==> src/rtl/soc_mode_sequencer_pkg.sv <==
// soc_ctrl_pkg: shared state type, synchroniser depth and one-hot helper for soc_mode_sequencer
package soc_ctrl_pkg;

   localparam int SYNC_STAGES = 2;

   typedef enum logic [1:0] {IDLE, ARM, RUN, DONE} seq_state_e;

   function automatic logic is_onehot(input logic [7:0] v);
      return (v != 8'd0) && ((v & (v - 8'd1)) == 8'd0);
   endfunction

endpackage

==> src/rtl/soc_mode_sequencer_if.sv <==
// soc_mode_sequencer_if: switch, engine handshake and status bundle of soc_mode_sequencer
interface soc_mode_sequencer_if #(
   parameter int NUM_MODES = 2
);
   logic [NUM_MODES-1:0] mode_sw_i;
   logic                 start_sw_i;
   logic [NUM_MODES-1:0] done_i;
   logic [NUM_MODES-1:0] start_o;
   logic [NUM_MODES-1:0] mode_o;
   logic                 busy_o;
   logic [NUM_MODES-1:0] led_o;
   logic                 sel_err_o;
   logic                 timeout_o;

   modport master (
      output mode_sw_i, start_sw_i, done_i,
      input  start_o, mode_o, busy_o, led_o, sel_err_o, timeout_o
   );

   modport slave (
      input  mode_sw_i, start_sw_i, done_i,
      output start_o, mode_o, busy_o, led_o, sel_err_o, timeout_o
   );
endinterface

==> src/rtl/soc_mode_sequencer_sw_debounce.sv <==
// sw_debounce: synchronises one raw switch and accepts a change only after it is stable
module sw_debounce
   import soc_ctrl_pkg::*;
#(
   parameter int DEBOUNCE_CYCLES = 500000
) (
   input  logic clk,
   input  logic rst,
   input  logic raw_i,
   output logic db_o,
   output logic rise_o
);
   localparam int CW = $clog2(DEBOUNCE_CYCLES);

   logic [SYNC_STAGES-1:0] r_sync;
   logic [CW-1:0]          r_cnt;
   logic                   r_db;
   logic                   r_rise;
   logic                   w_diff;
   logic                   w_flip;

   assign w_diff = r_sync[SYNC_STAGES-1] != r_db;
   assign w_flip = w_diff && (r_cnt == CW'(DEBOUNCE_CYCLES - 1));
   assign db_o   = r_db;
   assign rise_o = r_rise;

   // synchroniser shift, stability counter and debounced value with its rising-edge pulse
   always_ff @(posedge clk or posedge rst) begin
      if (rst) begin
         r_sync <= '0;
         r_cnt  <= '0;
         r_db   <= 1'b0;
         r_rise <= 1'b0;
      end else begin
         r_sync <= {r_sync[SYNC_STAGES-2:0], raw_i};
         r_cnt  <= (w_diff && !w_flip) ? r_cnt + 1'b1 : '0;
         r_db   <= w_flip ? ~r_db : r_db;
         r_rise <= w_flip && !r_db;
      end
   end
endmodule

==> src/rtl/soc_mode_sequencer.sv <==
// soc_mode_sequencer: debounced mode/START switches drive a one-hot start pulse and track engine completion
// Optional RUN watchdog is built when SOC_MODE_SEQ_TIMEOUT_EN is defined.
module soc_mode_sequencer
   import soc_ctrl_pkg::*;
#(
   parameter int NUM_MODES       = 2,
   parameter int DEBOUNCE_CYCLES = 500000,
   parameter int TIMEOUT_CYCLES  = 2**24
) (
   input logic                clk,
   input logic                rst,
   soc_mode_sequencer_if.slave io_bus
);
   seq_state_e           r_state;
   seq_state_e           w_state_nxt;
   logic [NUM_MODES-1:0] r_mode;
   logic [NUM_MODES-1:0] w_mode_nxt;
   logic [NUM_MODES-1:0] r_mode_prev;
   logic [NUM_MODES-1:0] w_mode_db;
   logic [NUM_MODES:0]   w_raw;
   logic [NUM_MODES:0]   w_db;
   logic [NUM_MODES:0]   w_rise;
   logic                 w_start_rise;
   logic                 w_sel_err;
   logic                 w_mode_chg;
   logic                 w_done;
   logic                 w_expire;

   assign w_raw = {io_bus.start_sw_i, io_bus.mode_sw_i};

   for (genvar g = 0; g <= NUM_MODES; g++) begin : g_db
      sw_debounce #(.DEBOUNCE_CYCLES(DEBOUNCE_CYCLES)) u_db (
         .clk   (clk),
         .rst   (rst),
         .raw_i (w_raw[g]),
         .db_o  (w_db[g]),
         .rise_o(w_rise[g])
      );
   end

   assign w_mode_db    = w_db[NUM_MODES-1:0];
   assign w_start_rise = w_rise[NUM_MODES] & w_db[NUM_MODES];
   assign w_sel_err    = !is_onehot(8'(w_mode_db));
   // rising bits come from the debouncers, falling bits from the previous debounced value
   assign w_mode_chg   = (|w_rise[NUM_MODES-1:0]) | (|(r_mode_prev & ~w_mode_db));
   assign w_done       = |(io_bus.done_i & r_mode);

`ifdef SOC_MODE_SEQ_TIMEOUT_EN
   localparam int TW = $clog2(TIMEOUT_CYCLES);

   logic [TW-1:0] r_tcnt;
   logic [TW-1:0] w_tcnt_nxt;
   logic          r_timeout;
   logic          w_timeout_nxt;

   assign w_expire      = (r_state == RUN) && !w_done && (r_tcnt == TW'(TIMEOUT_CYCLES - 1));
   assign w_tcnt_nxt    = (r_state == RUN) ? r_tcnt + 1'b1 : '0;
   assign w_timeout_nxt = (w_state_nxt == ARM) ? 1'b0 : (r_timeout | w_expire);

   // watchdog counts RUN cycles; the sticky flag clears when the next ARM begins
   always_ff @(posedge clk or posedge rst) begin
      if (rst) begin
         r_tcnt    <= '0;
         r_timeout <= 1'b0;
      end else begin
         r_tcnt    <= w_tcnt_nxt;
         r_timeout <= w_timeout_nxt;
      end
   end

   assign io_bus.timeout_o = r_timeout;
`else
   assign w_expire         = 1'b0;
   assign io_bus.timeout_o = 1'b0;
`endif

   // state, latched mode and previous debounced mode registers
   always_ff @(posedge clk or posedge rst) begin
      if (rst) begin
         r_state     <= IDLE;
         r_mode      <= '0;
         r_mode_prev <= '0;
      end else begin
         r_state     <= w_state_nxt;
         r_mode      <= w_mode_nxt;
         r_mode_prev <= w_mode_db;
      end
   end

   // next state and latched mode; switches and START are ignored while ARM/RUN
   always_comb begin
      w_state_nxt = r_state;
      w_mode_nxt  = r_mode;
      case (r_state)
         IDLE: begin
            if (w_start_rise && !w_sel_err) begin
               w_state_nxt = ARM;
               w_mode_nxt  = w_mode_db;
            end
         end
         ARM: w_state_nxt = RUN;
         RUN: begin
            if (w_done) begin
               w_state_nxt = DONE;
            end else if (w_expire) begin
               w_state_nxt = IDLE;
               w_mode_nxt  = '0;
            end
         end
         DONE: begin
            if (w_start_rise && !w_sel_err) begin
               w_state_nxt = ARM;
               w_mode_nxt  = w_mode_db;
            end else if (w_mode_chg) begin
               w_state_nxt = IDLE;
               w_mode_nxt  = '0;
            end
         end
         default: begin
            w_state_nxt = IDLE;
            w_mode_nxt  = '0;
         end
      endcase
   end

   assign io_bus.start_o   = (r_state == ARM) ? r_mode : '0;
   assign io_bus.mode_o    = r_mode;
   assign io_bus.busy_o    = (r_state == ARM) || (r_state == RUN);
   assign io_bus.led_o     = (r_state == DONE) ? r_mode : '0;
   assign io_bus.sel_err_o = w_sel_err;
endmodule
==> src/flat_wrapper.sv <==
// flat-port wrapper written by rule: the top's interface ports become plain ports
module soc_mode_sequencer_flat import soc_ctrl_pkg::*;
#(
   parameter int NUM_MODES       = 2,
   parameter int DEBOUNCE_CYCLES = 500000,
   parameter int TIMEOUT_CYCLES  = 2**24
)
  (clk, rst, io_bus_mode_sw_i, io_bus_start_sw_i, io_bus_done_i, io_bus_start_o, io_bus_mode_o, io_bus_busy_o, io_bus_led_o, io_bus_sel_err_o, io_bus_timeout_o);
  soc_mode_sequencer_if #(.NUM_MODES(NUM_MODES)) io_bus_i ();
  input logic clk;
  input logic rst;
  input wire logic [$bits(io_bus_i.mode_sw_i)-1:0] io_bus_mode_sw_i;
  input wire logic [$bits(io_bus_i.start_sw_i)-1:0] io_bus_start_sw_i;
  input wire logic [$bits(io_bus_i.done_i)-1:0] io_bus_done_i;
  output wire logic [$bits(io_bus_i.start_o)-1:0] io_bus_start_o;
  output wire logic [$bits(io_bus_i.mode_o)-1:0] io_bus_mode_o;
  output wire logic [$bits(io_bus_i.busy_o)-1:0] io_bus_busy_o;
  output wire logic [$bits(io_bus_i.led_o)-1:0] io_bus_led_o;
  output wire logic [$bits(io_bus_i.sel_err_o)-1:0] io_bus_sel_err_o;
  output wire logic [$bits(io_bus_i.timeout_o)-1:0] io_bus_timeout_o;
  assign io_bus_i.mode_sw_i = io_bus_mode_sw_i;
  assign io_bus_i.start_sw_i = io_bus_start_sw_i;
  assign io_bus_i.done_i = io_bus_done_i;
  assign io_bus_start_o = io_bus_i.start_o;
  assign io_bus_mode_o = io_bus_i.mode_o;
  assign io_bus_busy_o = io_bus_i.busy_o;
  assign io_bus_led_o = io_bus_i.led_o;
  assign io_bus_sel_err_o = io_bus_i.sel_err_o;
  assign io_bus_timeout_o = io_bus_i.timeout_o;
  soc_mode_sequencer #(.NUM_MODES(NUM_MODES), .DEBOUNCE_CYCLES(DEBOUNCE_CYCLES), .TIMEOUT_CYCLES(TIMEOUT_CYCLES)) u_core (.clk(clk), .rst(rst), .io_bus(io_bus_i));
endmodule
==> config.mk <==
export PLATFORM = sky130hd
export DESIGN_NAME = soc_mode_sequencer_flat
export DESIGN_NICKNAME = d
export VERILOG_FILES = /design/src/rtl/soc_mode_sequencer_pkg.sv /design/src/rtl/soc_mode_sequencer_if.sv /design/src/rtl/soc_mode_sequencer_sw_debounce.sv /design/src/rtl/soc_mode_sequencer.sv /design/src/flat_wrapper.sv
export SDC_FILE = /design/constraint.sdc
export NUM_CORES = 1
export LEC_CHECK = 0
export ABC_AREA = 1
export BUFFER_PORTS_ARGS = -buffer_cell sky130_fd_sc_hd__buf_2
export CAP_MARGIN = 10
export CORE_MARGIN = 5
export CORE_UTILIZATION = 30
export CTS_BUF_LIST = sky130_fd_sc_hd__clkbuf_4 sky130_fd_sc_hd__clkbuf_8 sky130_fd_sc_hd__clkbuf_16
export DETAILED_ROUTE_END_ITERATION = 10
export PLACE_DENSITY = 0.44
export REMOVE_ABC_BUFFERS = 1
export SLEW_MARGIN = 20
export SYNTH_ARGS = -nofsm -noshare
export SYNTH_HDL_FRONTEND = slang
export SYNTH_HIERARCHICAL = 1
export SYNTH_SLANG_ARGS = --single-unit
==> constraint.sdc <==
create_clock -name clk -period 1.75 [get_ports clk]
set_input_delay 0.35 -clock clk [delete_from_list [all_inputs] [get_ports clk]]
set_output_delay 0.35 -clock clk [all_outputs]
set_load 0.01 [all_outputs]
# Word-level counts from Yosys, hierarchy flattened
# Cells that the tools add are included.
# Widths: inputs -> output; s select.
# op_classes
add_sub_neg	4
n_mul	0
n_div	0
order_cmp	0
eq_ne	12
n_shift	0
mux	13
bitwise	9
n_reduce_logical	28
# ops
cell	count
$add 19x1->19 const B	3
$eq 19x19->1 const B	3
$mux 19	3
$mux 2	8
$logic_and 1x1->1	11
$and 2x8->8	1
$logic_not 8->1	1
$pmux 2 s4	1
$logic_not 1->1	7
$reduce_and 3->1	2
$reduce_or 2->1	3
$and 2x2->2	2
$eq 2x2->1 const B	2
$ne 2x1->1 const B	2
$pmux 2 s2	1
$reduce_bool 2->1	2
$ne 1x1->1	3
$ne 3x1->1 const B	1
$not 1->1	3
$sub 2x1->3 const B	1
$eq 2x1->1 const B	1
$logic_not 2->1	1
$not 2->2	1
$and 1x1->1	1
2 further kinds	2
# totals
regBits	75
latchBits	0
ramBits	0
romBits	0
input_bits	7
wordCells	81
n_memories	0

# Longest topological paths before layout
# depth
ltp_word	7
ltp_mapped	9

# Cells and area by module
# Netlist, hierarchy kept.
# by_module_without_submodules
mod	n_inst	cells_per_inst	area_each_um2	seq_area_each_um2
sw_debounce	3	162	1237.4	575.6
soc_mode_sequencer	1	75	505.5	150.1

# Worst setup path before layout
# No wires, ideal clock.
# synth_timing
kind	register to register
from	register u_core.g_db[0].u_db.r_cnt[0]
to	register u_core.g_db[0].u_db.r_cnt[0]
setup_time_ns	0.122
t_arrival_ns	1.296
setup_slack_ns	0.332
stages_incl_launch_ff	10
path_buffers	1
cell_sequence	dfrtp_1 -> ha_1 -> nand2_2 -> inv_2 -> nand2_2 -> nor2_2 -> nand3_2 -> nand2_4 -> buf_6 -> nor2_1
# synth_via
elab_chain_cells	5
word_cells_on_any_way	6
# synth_lines
element	line	rtl
from (decl)	soc_mode_sequencer_sw_debounce.sv:16	logic [CW-1:0] r_cnt;
from (signal assigned)	soc_mode_sequencer_sw_debounce.sv:36	r_cnt <= (w_diff && !w_flip) ? r_cnt + 1'b1 : '0;
branches (longest 4 deep; another with $add 19x1->19)	-	
$mux 19 (*)	soc_mode_sequencer_sw_debounce.sv:36	
# Mark *: on every way between the ends.
# A chain may end at the register's enable or synchronous reset.

# Worst setup path in the final report
# layout_timing
from	register u_core.r_state[1]
to	output port io_bus_led_o[0]
# layout_via
elab_chain_cells	2
# layout_lines
element	line	rtl
from (decl)	soc_mode_sequencer.sv:14	seq_state_e r_state;
from (signal assigned)	soc_mode_sequencer.sv:84	r_state <= w_state_nxt;
$eq 2x2->1	soc_mode_sequencer.sv:129	assign io_bus.led_o = (r_state == DONE) ? r_mode : '0;
$mux 2	soc_mode_sequencer.sv:129	
to (decl)	flat_wrapper.sv:18	output wire logic [$bits(io_bus_i.led_o)-1:0] io_bus_led_o;
# No other way between the ends.

==> key figures <==
Clock tree
  • CTS tree: done
  • Later-pin clock latency in the skew report: 340 ps
  • Sink Count: 75
  • Root Driver: clkbuf_16
  • CTS buffer count: 9
  • H-Tree Level Count: 3
  • CTS Buffer Depth: 2
  • Worst-path clk slew: 60 ps

Placed design
  • Placed insts: 754
  • I/O Buffers: 14
  • Dpl hpwl: 6370 um
  • RD Place Congestion: 0.800

Synthesis
  • Area leader, netlist: dfrtp_1
  • Mean post-synth cell area: 7.52 um2
  • Yosys warnings: 6
  • Synth Flop Type: dfrtp_1
  • Post-Syn Instances: 561
  • Yosys reg bits: 75
  • Post-synth ARST share: 1.00
  • Post-synth EDFFs: 0
  • Area contributors post-synth: dfrtp_1, nand2_1, nor2_1
  • Synth top area share: 0.445
  • Netlist area before placement: 4220 um2
  • Synth cell types: 29
  • Sequential share of the synthesized area: 0.445

Timing
  • Final hold vios: 0
  • Part of the cycle the worst path needs: 0.938
  • Setup-failing EPs final: 0
  • Fmax: 609 MHz
  • Setup_tns: 0 ps
  • Clock Skew: 6.19 ps
  • Fin crit period: 1640 ps
  • Setup repair after global routing missed its margin: no
  • Max Slew Vio Count: 0

GRT
  • Vias in the first global route: 3396
  • Initial antenna violation count: 0
  • Total track usage: 0.119
  • Remaining Overflow, GRT: 0
  • Largest net degree at the start of global routing: 24
  • First-pass GRT wire length: 15900 um

Critical path
  • Crit-path max FO: 8
  • Required @ worst endpoint: 1400 ps
  • Crit path DAT: 1290 ps
  • Worst reg-to-reg path cell count: 8
  • Crit path max-delay family: flip-flops
  • WS Path Type: register to output pin
  • Buf+Inv Stages, Crit Path: 2
  • Max stage delay cell, worst path: dfrtp_1
  • Number of cells on the critical path: 4
  • Endpoint type of the worst setup path: output pin
  • Worst setup SP type: register
  • CP peak stage delay: 420 ps
  • CP cell instances: ha_2, nand2_1, inv_1, buf_2

Detailed routing
  • Vias after detailed routing: 3365
  • Via density: 4.36
  • DRC violations left: 0
  • Antenna-violating nets left: 0
  • Final wirelength: 8590 um
  • Drt first pass iters: 4
  • Initial DRC count: 214
  • WL per Instance: 11.1 um

Pwr
  • Peak supply drop: 0.457 mV
  • Pleak: 0.00214 uW
  • P per Cell Area: 836 nW/um2

Cells and area
  • Multi-input gate area: 2060 um2
  • Share of cells above drive strength 1: 0.117
  • Nets@finish: 601
  • Syn-to-layout area delta: 15.5%
  • Register area: 1880 um2
  • Fill cells: 1429
  • Antenna cells: 0
  • Fin cells: 771

Floorplan
  • Die width: 129 um
  • Starting Density: 0.305
  • Floorplan core area: 13800 um2
  • Die Footprint: 16500 um2
  • FP Rows: 43
  • Die height: 129 um
  • Top-Level Pins: 16

Flow run
  • Maximum Capacitance Violations: 0

Worst hold path
  • Hold Crit Depth: 1
  • Worst hold path type: primary input to register

Outcome
  • Outcome: finished clean
## state kept, by name, indices dropped and copies added, names as in the netlist
name	flops
u_core/r_mode_prev	2
u_core/g_db.u_db/r_cnt	57
u_core/g_db.u_db/rise_o	3
u_core/r_state	2
u_core/g_db.u_db/db_o	3
u_core/io_bus.mode_o	2
u_core/g_db.u_db/r_sync	6
## power breakdown
group / internal, uW / switching, uW
Sequential: 1760 / 24.2
Combinational: 37.7 / 82.1
Clock: 1440 / 725
## cell type report
cell class | count | share of cell area
clock buffer | 11 | 0.0506
clock inverter | 5 | 0.0205
sequential | 75 | 0.386
inverter | 64 | 0.0493
tap | 180 | 0.0462
multi-input combinational | 418 | 0.424
timing repair buffer | 18 | 0.0236
## routing by layer
metal | vias up | wire length, um | GRT usage
met5 | - | 0 | 0
li1 | 1776 | - | -
met4 | 0 | 182 | 0.0377
met2 | 44 | 3860 | 0.181
met1 | 1531 | 4250 | 0.160
met3 | 14 | 298 | 0.0394
## cell usage after synthesis, types with 4 or more instances
library cell / n
nor2_2: 5
a21oi_1: 4
and2_1: 9
inv_1: 60
inv_2: 4
o21bai_1: 6
nand4_1: 5
ha_1: 8
o21ai_0: 9
dfrtp_1: 75
nand3_1: 44
xor2_1: 27
nand2_2: 10
nand2_1: 138
nor2_1: 126
## logic make-up after synthesis
family / synth area share
compound gates: 0.0350
xor+xnor: 0.0623
fa+ha+maj: 0.0237
buf+inv: 0.0667
flops: 0.445
other cells: 0.000889
simple gates: 0.366
## cell usage in the layout (no fill, tap or decap), types with 2 or more instances in the layout
master | synthesis | layout
nor2_1 | 126 | 125
xnor2_1 | 3 | 3
nand3_1 | 44 | 44
and2_1 | 9 | 9
or2_1 | 3 | 3
o211ai_1 | 2 | 2
nand2_4 | 3 | 3
nor3_2 | 3 | 3
buf_4 | 1 | 2
a21oi_1 | 4 | 4
nand3_2 | 3 | 3
buf_2 | 0 | 14
bufinv_16 | 0 | 3
o21ai_0 | 9 | 9
ha_1 | 8 | 7
clkbuf_16 | 0 | 9
inv_2 | 4 | 6
dfrtp_1 | 75 | 73
nor3_1 | 3 | 3
nand2_1 | 138 | 138
nand2_2 | 10 | 10
a211oi_1 | 3 | 3
nor2_2 | 5 | 6
clkinv_2 | 0 | 2
o21bai_1 | 6 | 6
dfrtp_2 | 0 | 2
nand4_1 | 5 | 5
xor2_1 | 27 | 27
inv_1 | 60 | 58
## stage by stage
stage | worst slack, ps | instance area (um2) | hold slack [ps] | power (uW) | util
3_3_place_gp | 221 | 4510 | 333 | 1940 | 0.326
4_1_cts | 10.6 | 4860 | 93.7 | 4140 | 0.352
6_report | 109 | 4870 | 111 | 4070 | 0.352
2_1_floorplan | 397 | 4180 | 141 | 1890 | -
5_1_grt | 11.2 | 4870 | 94.9 | 4240 | 0.352
3_5_place_dp | 181 | 4510 | 329 | 1940 | 0.326
## final timing paths
path                                                  to                          start  slack, ps
setup reg to reg           u_core/g_db[1].u_db/r_cnt[12]   u_core/g_db[1].u_db/r_cnt[0]        190
hold reg to reg            u_core/g_db[1].u_db/r_sync[1]  u_core/g_db[1].u_db/r_sync[0]        360
hold / removal             u_core/g_db[1].u_db/r_sync[0]            io_bus_mode_sw_i[1]        110
setup / recovery                         io_bus_led_o[0]              u_core/r_state[1]        110
max in group asynchronous  u_core/g_db[1].u_db/r_cnt[18]                            rst        690
min in group asynchronous              u_core/r_state[1]                            rst        520
## repair_timing
item | in CTS | in global routing
endpoints found under the setup margin | 0 | 8
hold buffers | 1 | 0
endpoints found under the hold margin | 6 | 0
resized for setup | 0 | 6
buffers inserted | 0 | 0
Note: power is estimated with default switching activity, not from simulation.
